--- config.mk ---
export PLATFORM = sky130hd
export DESIGN_NAME = tx_scrambler_16_flat
export DESIGN_NICKNAME = d
export VERILOG_FILES = /design/src/rtl/tx_scrambler_16_if.sv /design/src/rtl/tx_scrambler_16.sv /design/src/flat_wrapper.sv
export SDC_FILE = /design/constraint.sdc
export NUM_CORES = 1
export LEC_CHECK = 0
export CAP_MARGIN = 5
export CORE_ASPECT_RATIO = 1.1
export CORE_MARGIN = 4
export CORE_UTILIZATION = 43
export CTS_BUF_LIST = sky130_fd_sc_hd__clkbuf_8
export DETAILED_ROUTE_END_ITERATION = 10
export HOLD_SLACK_MARGIN = 0.02
export PLACE_DENSITY = 0.73
export SLEW_MARGIN = 40
export SYNTH_ARGS = -nofsm -noshare
export SYNTH_HDL_FRONTEND = slang
export SYNTH_SLANG_ARGS = --single-unit
--- constraint.sdc ---
create_clock -name pclk -period 3.75 [get_ports pclk]
set_input_delay 0.75 -clock pclk [delete_from_list [all_inputs] [get_ports pclk]]
set_output_delay 0.75 -clock pclk [all_outputs]
set_load 0.005 [all_outputs]
--- src/rtl/tx_scrambler_16_if.sv ---
// Symbol-pair bus between the TX framing mux, the scrambler and the 8b/10b encoder.
// The master drives the input pair and observes the registered scrambled pair.
interface tx_scrambler_16_if;
    logic        in_valid;
    logic [15:0] in_data;
    logic [1:0]  in_k;
    logic        scramble_disable;
    logic        out_valid;
    logic [15:0] out_data;
    logic [1:0]  out_k;

    modport master (
        output in_valid,
        output in_data,
        output in_k,
        output scramble_disable,
        input  out_valid,
        input  out_data,
        input  out_k
    );

    modport slave (
        input  in_valid,
        input  in_data,
        input  in_k,
        input  scramble_disable,
        output out_valid,
        output out_data,
        output out_k
    );
endinterface

--- src/rtl/tx_scrambler_16.sv ---
// Gen1/Gen2 PCIe TX scrambler, two symbols per pclk, G(X)=X^16+X^5+X^4+X^3+1.
// COM reseeds and SKP holds the LFSR per symbol; output pair is registered.
module tx_scrambler_16 (
    input  logic                    pclk,
    input  logic                    reset_n,
    tx_scrambler_16_if.slave        bus
);

    localparam logic [15:0] LFSR_SEED = 16'hFFFF;
    localparam logic [15:0] LFSR_TAPS = 16'h0039;
    localparam logic [7:0]  SYM_COM   = 8'hBC;
    localparam logic [7:0]  SYM_SKP   = 8'h1C;

    // Eight serial steps; scramble bit i is taken from lfsr[15] before step i.
    function automatic logic [15:0] lfsr_byte_step(input logic [15:0] s);
        logic [15:0] v;
        v = s;
        for (int unsigned i = 0; i < 8; i++) begin
            v = {v[14:0], 1'b0} ^ (v[15] ? LFSR_TAPS : 16'h0000);
        end
        return v;
    endfunction

    function automatic logic [7:0] lfsr_byte_mask(input logic [15:0] s);
        logic [15:0] v;
        logic [7:0]  m;
        v = s;
        m = '0;
        for (int unsigned i = 0; i < 8; i++) begin
            m[i] = v[15];
            v    = {v[14:0], 1'b0} ^ (v[15] ? LFSR_TAPS : 16'h0000);
        end
        return m;
    endfunction

    logic [15:0] r_lfsr;
    logic        r_out_valid;
    logic [15:0] r_out_data;
    logic [1:0]  r_out_k;

    logic [7:0]  w_sym0;
    logic [7:0]  w_sym1;
    logic        w_com0;
    logic        w_com1;
    logic        w_skp0;
    logic        w_skp1;
    logic [7:0]  w_mask0;
    logic [7:0]  w_mask1;
    logic [15:0] w_step0;
    logic [15:0] w_step1;
    logic [15:0] w_lfsr_mid;
    logic [15:0] w_lfsr_end;
    logic [7:0]  w_out0;
    logic [7:0]  w_out1;

    assign w_sym0 = bus.in_data[7:0];
    assign w_sym1 = bus.in_data[15:8];
    assign w_com0 = bus.in_k[0] && (w_sym0 == SYM_COM);
    assign w_com1 = bus.in_k[1] && (w_sym1 == SYM_COM);
    assign w_skp0 = bus.in_k[0] && (w_sym0 == SYM_SKP);
    assign w_skp1 = bus.in_k[1] && (w_sym1 == SYM_SKP);

    // Symbol 0 against the registered state.
    assign w_mask0 = lfsr_byte_mask(r_lfsr);
    assign w_step0 = lfsr_byte_step(r_lfsr);

    always_comb begin
        w_lfsr_mid = w_step0;
        if (w_com0) begin
            w_lfsr_mid = LFSR_SEED;
        end else if (w_skp0) begin
            w_lfsr_mid = r_lfsr;
        end
    end

    always_comb begin
        w_out0 = w_sym0;
        if (!bus.in_k[0] && !bus.scramble_disable) begin
            w_out0 = w_sym0 ^ w_mask0;
        end
    end

    // Symbol 1 chained from symbol 0's resulting state within the same cycle.
    assign w_mask1 = lfsr_byte_mask(w_lfsr_mid);
    assign w_step1 = lfsr_byte_step(w_lfsr_mid);

    always_comb begin
        w_lfsr_end = w_step1;
        if (w_com1) begin
            w_lfsr_end = LFSR_SEED;
        end else if (w_skp1) begin
            w_lfsr_end = w_lfsr_mid;
        end
    end

    always_comb begin
        w_out1 = w_sym1;
        if (!bus.in_k[1] && !bus.scramble_disable) begin
            w_out1 = w_sym1 ^ w_mask1;
        end
    end

    always_ff @(posedge pclk or negedge reset_n) begin
        if (!reset_n) begin
            r_lfsr      <= LFSR_SEED;
            r_out_valid <= 1'b0;
            r_out_data  <= '0;
            r_out_k     <= '0;
        end else begin
            r_out_valid <= bus.in_valid;
            if (bus.in_valid) begin
                r_lfsr     <= w_lfsr_end;
                r_out_data <= {w_out1, w_out0};
                r_out_k    <= bus.in_k;
            end
        end
    end

    assign bus.out_valid = r_out_valid;
    assign bus.out_data  = r_out_data;
    assign bus.out_k     = r_out_k;

endmodule

--- src/flat_wrapper.sv ---
// flat-port wrapper written by rule: the top's interface ports become plain ports
module tx_scrambler_16_flat 
  (pclk, reset_n, bus_in_valid, bus_in_data, bus_in_k, bus_scramble_disable, bus_out_valid, bus_out_data, bus_out_k);
  tx_scrambler_16_if bus_i ();
  input  logic pclk;
  input  logic reset_n;
  input wire logic [$bits(bus_i.in_valid)-1:0] bus_in_valid;
  input wire logic [$bits(bus_i.in_data)-1:0] bus_in_data;
  input wire logic [$bits(bus_i.in_k)-1:0] bus_in_k;
  input wire logic [$bits(bus_i.scramble_disable)-1:0] bus_scramble_disable;
  output wire logic [$bits(bus_i.out_valid)-1:0] bus_out_valid;
  output wire logic [$bits(bus_i.out_data)-1:0] bus_out_data;
  output wire logic [$bits(bus_i.out_k)-1:0] bus_out_k;
  assign bus_i.in_valid = bus_in_valid;
  assign bus_i.in_data = bus_in_data;
  assign bus_i.in_k = bus_in_k;
  assign bus_i.scramble_disable = bus_scramble_disable;
  assign bus_out_valid = bus_i.out_valid;
  assign bus_out_data = bus_i.out_data;
  assign bus_out_k = bus_i.out_k;
  tx_scrambler_16 u_core (.pclk(pclk), .reset_n(reset_n), .bus(bus_i));
endmodule
# Word-level counts from Yosys, hierarchy flattened
# Cells that the tools add are included.
word_totals:
  output_inout_bits: 19
  input_bits: 22
  wordCells: 57
  register_bits: 35
classes:
  n_eq_ne: 4
  mux: 22
  n_bitwise: 18
  n_reduce_logical: 9
ops:
  columns: ["op", "n"]
  rows:
  - ["$xor 16x16->16", 16]
  - ["$mux 6", 16]
  - ["$mux 16", 4]
  - ["$eq 8x5->1 const B", 2]
  - ["$eq 8x8->1 const B", 2]
  - ["$mux 8", 2]
  - ["$xor 8x8->8", 2]
  - ["$logic_and 1x1->1", 6]
  - ["$logic_not 1->1", 3]

# Depth between registers and ports, before layout
# Gate-level depths: netlist of run 1.
logic_depth:
  depth_word: 36
  depth_mapped: 8
  depth_no_buf: 6

# Least setup slack after synthesis of run 1
# No wires, ideal clock.
synth_timing:
  path_kind: "input -> register"
  startpoint: "in bus_in_data[1]"
  endpoint: "reg u_core.r_lfsr[8]"
  setup_slack_ns: 1.159
  setup_ns: 0.073
  required_time_ns: 3.677
  arrival_ns: 2.518
  cell_stages: 7
  path_buffers: 1
  path_cell_list: "or3b_1 -> buf_6 -> nor3_4 -> o221ai_2 -> mux2_4 -> xnor3_1 -> a21oi_1"
synth_via:
  elab_chain_cells: 15
  elab_cells_between_ends: 19
  cone_classes: "eq/ne: 2; mux: 7; bitwise: 8; reduce/logical: 2"
synth_rtl:
  columns: ["item", "line_no", "source"]
  rows:
  - ["from (decl)", "flat_wrapper.sv:8", "input wire logic [$bits(bus_i.in_data)-1:0] bus_in_data;"]
  - ["$eq 8x5->1", "tx_scrambler_16.sv:60", "assign w_skp0 = bus.in_k[0] && (w_sym0 == SYM_SKP);"]
  - ["$logic_and 1x1->1", "tx_scrambler_16.sv:60", null]
  - ["$mux 16", "tx_scrambler_16.sv:71", "end else if (w_skp0) begin"]
  - ["$mux 16 *", "tx_scrambler_16.sv:69", "if (w_com0) begin"]
  - ["$xor 16x16->16 (2 in a row)", "tx_scrambler_16.sv:19", "v = {v[14:0], 1'b0} ^ (v[15] ? LFSR_TAPS : 16'h0000);"]
  - ["$mux 6 or $xor 16x16->16 (tied branches)", "tx_scrambler_16.sv:19", null]
  - ["$xor 16x16->16 or $mux 6 (tied branches) (2 in a row)", "tx_scrambler_16.sv:19", null]
  - ["$xor 16x16->16 (3 in a row)", "tx_scrambler_16.sv:19", null]
  - ["$xor 16x16->16", null, null]
  - ["$mux 16 *", "tx_scrambler_16.sv:91", "end else if (w_skp1) begin"]
  - ["$mux 16 *", "tx_scrambler_16.sv:89", "if (w_com1) begin"]
  - ["to (signal assigned)", "tx_scrambler_16.sv:112", "r_lfsr <= w_lfsr_end;"]
  - ["to (decl)", "tx_scrambler_16.sv:36", "logic [15:0] r_lfsr;"]
# Mark *: on every way between the ends. The rest lies on a longest branch, timed or not.
# A chain may end at the register's enable or synchronous reset.

# Final worst setup path of run 1
layout_timing:
  startpoint: "in bus_in_data[2]"
  endpoint: "reg u_core.r_lfsr[8]"
# Same word-level chain as after synthesis.

==> reports/metrics.yaml, run 1 <==
detailed_routing:
  routedWlPerCell_um: 17.9
  ant_nets: 0
  drt_iter0_markers: 190
  vias_per_cell: 5.95
  vias: 2517
  routed_wl_um: 7570
  remaining_drc_errors: 0
  drt_first_pass_iters: 4
synth:
  ys_ff_latch: 35
  synth_nets: 329
  synth_area_mm2: 0.00272
  yosys.area.top_type: "dfrtp_1"
  ys_seq_area_share_pct: 32.9
  yosys_warnings: 0
  synth_cells: 307
  synth_most_common_cell: "nor2_1"
  async_flop_share_pct: 100
  synth_common_cells: "nor2_1 (42), a21oi_1 (26), xnor2_1 (24)"
  synth_flop_cell: "dfrtp_1"
  ys_types: 59
  syn_avg_cell_area_um2: 8.87
  synth_edf_count: 0
  synth_area_leaders: "dfrtp_1 (17%), dfstp_2 (15%), xnor2_1 (7.7%), xor2_1 (7.1%), nor2_1 (5.8%)"
  yosysTopAreaCellShare_pct: 17.5
global_routing:
  grt_pass1_vias: 2466
  grt_pass1_wl_um: 12400
  grt_overflow_total: 0
  grt_usage_pct: 20.2
  grt_start_max_net_pins: 36
  antenna_found_initial: 0
worst_setup_path:
  critical_path.top_delay_family: "simple AND/OR/NAND/NOR gates"
  crit_slowest_cell: "or3b_1"
  cp.arrival_ns: 3.24
  path_max_fanout: 10
  end_kind: "flip-flop"
  criticalPathCategory: "primary input to flip-flop"
  required_ns: 3.97
  critical_path.startpoint_type: "primary input"
  timing.critical_path.buf_inv: 1
  cp_slowest_stage_delay_ns: 0.53
  crit_chain: "clkdlybuf4s50_1, or3b_1, nor3_4, o21ai_2, mux2_4, xnor3_1, a21oi_1"
die:
  die_w_um: 83.9
  ios: 41
  start_util_pct: 44.2
  rows: 30
  placeableCoreArea_mm2: 0.00616
  fp.dieH_um: 91.5
  die-area_mm2: 0.00767
sta:
  finalMaxSlewViolations: 0
  hold-worst-slack_ns: 0.401
  hold_viol_final: 0
  fin_crit_ns: 3.02
  fmaxAchievable_mhz: 331
  fin_ws_ns: 0.732
  finalCritPeriodShare_pct: 80.5
  final.setup.tns_ns: 0
  setup_violations: 0
  fin_skew_ns: 0.00439
  rsz0062_at_grt: "no"
  relSlewSlack_pct: 62.4
  worst_pin_slew_ns: 0.562
layout:
  drive_gt1_share_pct: 15.7
  fillCellCount: 565
  antenna_cells: 0
  synthToLayoutAreaGrowth_pct: 22.3
  finalInstanceArea_mm2: 0.00333
  nets: 364
cts:
  cts_buffers: 5
  clk_pin_slew_ns: 0.07
  post_cts_resized: 0
  cts_setup_buffers: 0
  cts-root-buf: "clkbuf_8"
  cts_hold_buf: 0
  clk_latency_ns: 0.29
  cts.sinks: 35
  cts_max_level: 2
  cts.path.max_buffers: 2
  cts_tree: "built"
hold_path:
  hold_class: "primary input to async pin"
power_and_ir_drop:
  peakVddDrop_mv: 0.475
  power_density_mw_per_mm2: 1060
  power.leakage_nw: 1.28
job:
  drv_cap: 0
outcome:
  outcome: "finished, final reports clean"
placement:
  finalWeightedCongestion: 0.933
  post-place-ws_ns: 0.440
  dpl-instance-area_mm2: 0.00320
  io_buffers: 40
  hpwlAfterDp_um: 5690
## cell families after synthesis
| kind of cell | count (synthesis) | share of synthesized area, % |
|---|---|---|
| AND/OR/NAND/NOR | 100 | 18.3 |
| AO/OA/AOI/OAI | 85 | 22.6 |
| XOR/XNOR | 50 | 18.2 |
| flip-flops | 35 | 32.9 |
| buffers and inverters | 29 | 4.73 |
| multiplexers | 8 | 3.31 |
## stage by stage
step / utilization, % / total power [mW] / std cells
final: 54.1 / 3.54 / 423
after global placement: 52.0 / 3.08 / 415
after CTS: 54.1 / 3.53 / 423
after detailed placement: 51.9 / 3.12 / 415
after floorplan: - / 2.53 / 307
after global routing: 54.1 / 3.80 / 423
## sequential cells by signal, summed over array words and instances, names as in the netlist
register,count
u_core.bus.out_k,2
u_core.bus.out_valid,1
u_core.bus.out_data,16
u_core.r_lfsr,16
## routing by layer
layer / track usage, % / wire length (µm) / vias up / share of wire, %
li1: - / - / 1198 / -
met1: 27.0 / 3210 / 1187 / 42
met2: 32.1 / 3590 / 106 / 47
met3: 3.54 / 539 / 26 / 7.1
met4: 8.45 / 222 / 0 / 2.9
met5: 0 / 0 / - / 0
## power breakdown
part           switching [mW]  leakage (nW)  internal, mW
clock                   0.138        0.0695         0.263
sequential              0.254         0.381         0.601
combinational            1.10         0.826          1.19
## final timing paths
kind,from,to,slack (ns),depth (start not counted)
max,bus_in_data[2],u_core.r_lfsr[8],0.73,7
min,reset_n,u_core.bus.out_data[1],0.40,1
max reg2reg,u_core.r_lfsr[14],u_core.r_lfsr[8],1.26,5
min reg2reg,u_core.bus.out_k[0],u_core.bus.out_k[0],0.51,1
max in group asynchronous,reset_n,u_core.r_lfsr[1],2.70,2
min in group pclk,u_core.bus.out_k[0],u_core.bus.out_k[0],0.51,1
## worst reg2reg max path: cells and delay by family (launching register included)
kind           cells  cell delay, ns
flip-flops         1            0.66
XOR/XNOR           2            1.02
AO/OA/AOI/OAI      3            0.76
## cells in the final DEF (no fill, tap or decap), drive strengths merged, types with 3 or more instances in the layout
master / synthesis / layout
nor2: 42 / 42
clkdlybuf4s50: 0 / 38
a21oi: 26 / 26
xnor2: 24 / 24
xor2: 22 / 22
dfrtp: 19 / 19
nand2: 17 / 17
dfstp: 16 / 16
buf: 11 / 15
nor3: 10 / 10
o22ai: 9 / 9
o32a: 7 / 7
o21ai: 7 / 7
o22a: 7 / 7
inv: 4 / 5
clkbuf: 14 / 5
mux2: 5 / 5
or3: 4 / 4
or2: 4 / 4
o32ai: 4 / 4
a32oi: 3 / 3
a2bb2oi: 3 / 3
nand3: 3 / 3
xnor3: 3 / 3
a31oi: 3 / 3
mux2i: 3 / 3
nor4: 3 / 3
## final cells by class
cell class | count | area (µm²) | share of cell area, %
multi-input cells | 243 | 1700 | 51.0
inverters | 4 | 15.0 | 0.451
clock buffers | 5 | 68.8 | 2.07
well taps | 80 | 100 | 3.01
repair buffers | 53 | 488 | 14.7
flip-flops and latches | 35 | 896 | 26.9
clock inverters | 3 | 63.8 | 1.92
(Power assumes the default switching activity.)
==> inputs of run 2 (changes only) <==
==> constraint.sdc (replaced) <==
create_clock -name pclk -period 3.1 [get_ports pclk]
set_input_delay 0.62 -clock pclk [delete_from_list [all_inputs] [get_ports pclk]]
set_output_delay 0.62 -clock pclk [all_outputs]
set_load 0.005 [all_outputs]
==> run 2 against run 1 <==
Net effect:
- clock power fell by 12%
- hold slack improved by 0.11 ns
- non-clock buffer count rose by 15
- flip-flop and latch count stayed put
- critical path depth unchanged
- utilization rose by 1.5 points
- die area did not move
- combinational power increased by 25%
- critical endpoint unchanged
==> reports/metrics.yaml, run 2 (synthesis gave the netlist of run 1 again) <==
outcome:
  outcome: "finished, final reports clean"
sta:
  fin_crit_ns: 2.81
  worst_pin_slew_ns: 0.709
  hold_viol_final: 0
  setup_violations: 0
  relSlewSlack_pct: 52.7
  fmaxAchievable_mhz: 356
  rsz0062_at_grt: "no"
  finalCritPeriodShare_pct: 90.7
  finalMaxSlewViolations: 0
  fin_skew_ns: 0.00387
  final.setup.tns_ns: 0
layout:
  fillCellCount: 557
  finalInstanceArea_mm2: 0.00342
  drive_gt1_share_pct: 19.0
  nets: 379
  mostFrequentLayoutCell: "nor2_1"
  stdcell_count: 438
  synthToLayoutAreaGrowth_pct: 25.7
  final_cell_mix: "nor2_1 (42), clkdlybuf4s50_1 (39), buf_4 (27)"
  antenna_cells: 0
cts:
  cts_hold_buf: 0
  cts.sinks: 35
  cts.path.max_buffers: 2
  cts-root-buf: "clkbuf_8"
  cts_tree: "built"
  clk_pin_slew_ns: 0.07
  post_cts_resized: 0
  cts_max_level: 2
  cts_setup_buffers: 0
  clk_latency_ns: 0.29
  cts_buffers: 5
worst_setup_path:
  cp_slowest_stage_delay_ns: 0.58
  crit_slowest_cell: "or3b_1"
  critical_path.startpoint_type: "primary input"
  end_kind: "flip-flop"
  required_ns: 3.32
  criticalPathCategory: "primary input to flip-flop"
  reg2reg_slack_ns: 0.77
  crit_chain: "clkdlybuf4s50_1, or3b_1, nor4_1, nor2_1, mux2_4, xnor3_1, a21oi_1"
  path_max_fanout: 9
  cp.arrival_ns: 3.03
global_routing:
  grt_pass1_wl_um: 12600
  antenna_found_initial: 0
  grt_usage_pct: 20.3
  grt_start_max_net_pins: 36
  grt_pass1_vias: 2423
  grt_overflow_total: 0
placement:
  finalWeightedCongestion: 0.960
  dpl-instance-area_mm2: 0.00333
  hpwlAfterDp_um: 5820
  dp.cells: 430
  io_buffers: 40
power_and_ir_drop:
  power.leakage_nw: 1.34
  peakVddDrop_mv: 0.657
  power_density_mw_per_mm2: 1240
detailed_routing:
  drt_first_pass_iters: 5
  routedWlPerCell_um: 17.5
  vias_per_cell: 5.85
  routed_wl_um: 7660
  vias: 2562
  ant_nets: 0
  drt_iter0_markers: 259
  remaining_drc_errors: 0
die:
  fp.dieH_um: 91.5
  die_w_um: 83.9
  ios: 41
  rows: 30
  placeableCoreArea_mm2: 0.00616
  start_util_pct: 44.2
  die-area_mm2: 0.00767
job:
  drv_cap: 0
hold_path:
  hold_class: "flip-flop to flip-flop"
run 2: changes by cell type in the layout (fill, tap and decap cells not counted), sizes merged:
cell | previous run | this run
bufinv | 2 | 0
clkdlybuf4s50 | 38 | 39
clkinv | 0 | 1
buf | 15 | 29
clkbuf | 5 | 6
run 2: final cells by class:
type	count	area (µm²)	area share, %
multi-input cells	243	1700	49.6
flip-flops and latches	35	896	26.2
repair buffers	68	618	18.1
well taps	80	100	2.93
clock buffers	6	82.6	2.41
inverters	4	15.0	0.439
clock inverters	2	12.5	0.366
run 2: metrics by stage:
step                util, %  hold slack (ns)  total power [mW]  setup slack, ns
finish                 55.6            0.509              4.25            0.288
global route           55.6            0.537              4.55            0.183
CTS                    55.6            0.515              4.23            0.305
detailed placement     54.0            0.498              3.86           0.0113
global placement       54.0            0.488              3.81           0.0309
floorplan                 -            0.324              3.07            0.639
run 2: power by group:
group | internal [mW] | total, mW | switching [mW] | leakage [nW]
Sequential | 0.726 | 1.03 | 0.302 | 0.381
Clock | 0.179 | 0.351 | 0.172 | 0.0526
Combinational | 1.52 | 2.87 | 1.35 | 0.904
run 2: final timing paths:
check,endpoint,from,cells after the start
max,u_core.r_lfsr[8],bus_in_data[1],7
min,u_core.bus.out_k[1],u_core.bus.out_k[1],1
max reg2reg,u_core.r_lfsr[5],u_core.r_lfsr[14],6
min reg2reg,u_core.bus.out_k[1],u_core.bus.out_k[1],1
max in group asynchronous,u_core.r_lfsr[10],reset_n,2
min in group asynchronous,u_core.bus.out_data[3],reset_n,2
run 2: routing by layer:
metal	part of all wire [%]	wire length, µm	track usage (%)	vias to the layer above
met2	47	3580	31.6	130
met3	7.2	554	3.09	14
met4	2.3	178	7.10	0
met1	44	3350	28.7	1204
li1	-	-	-	1214
met5	0	0	0	-
run 2: critical path: cells and delay by family:
| family | cells | cell delay (ns) |
|---|---|---|
| simple gates | 3 | 1.18 |
| buf+inv | 1 | 0.46 |
| xor+xnor | 1 | 0.32 |
| mux | 1 | 0.30 |
| compound gates | 1 | 0.15 |
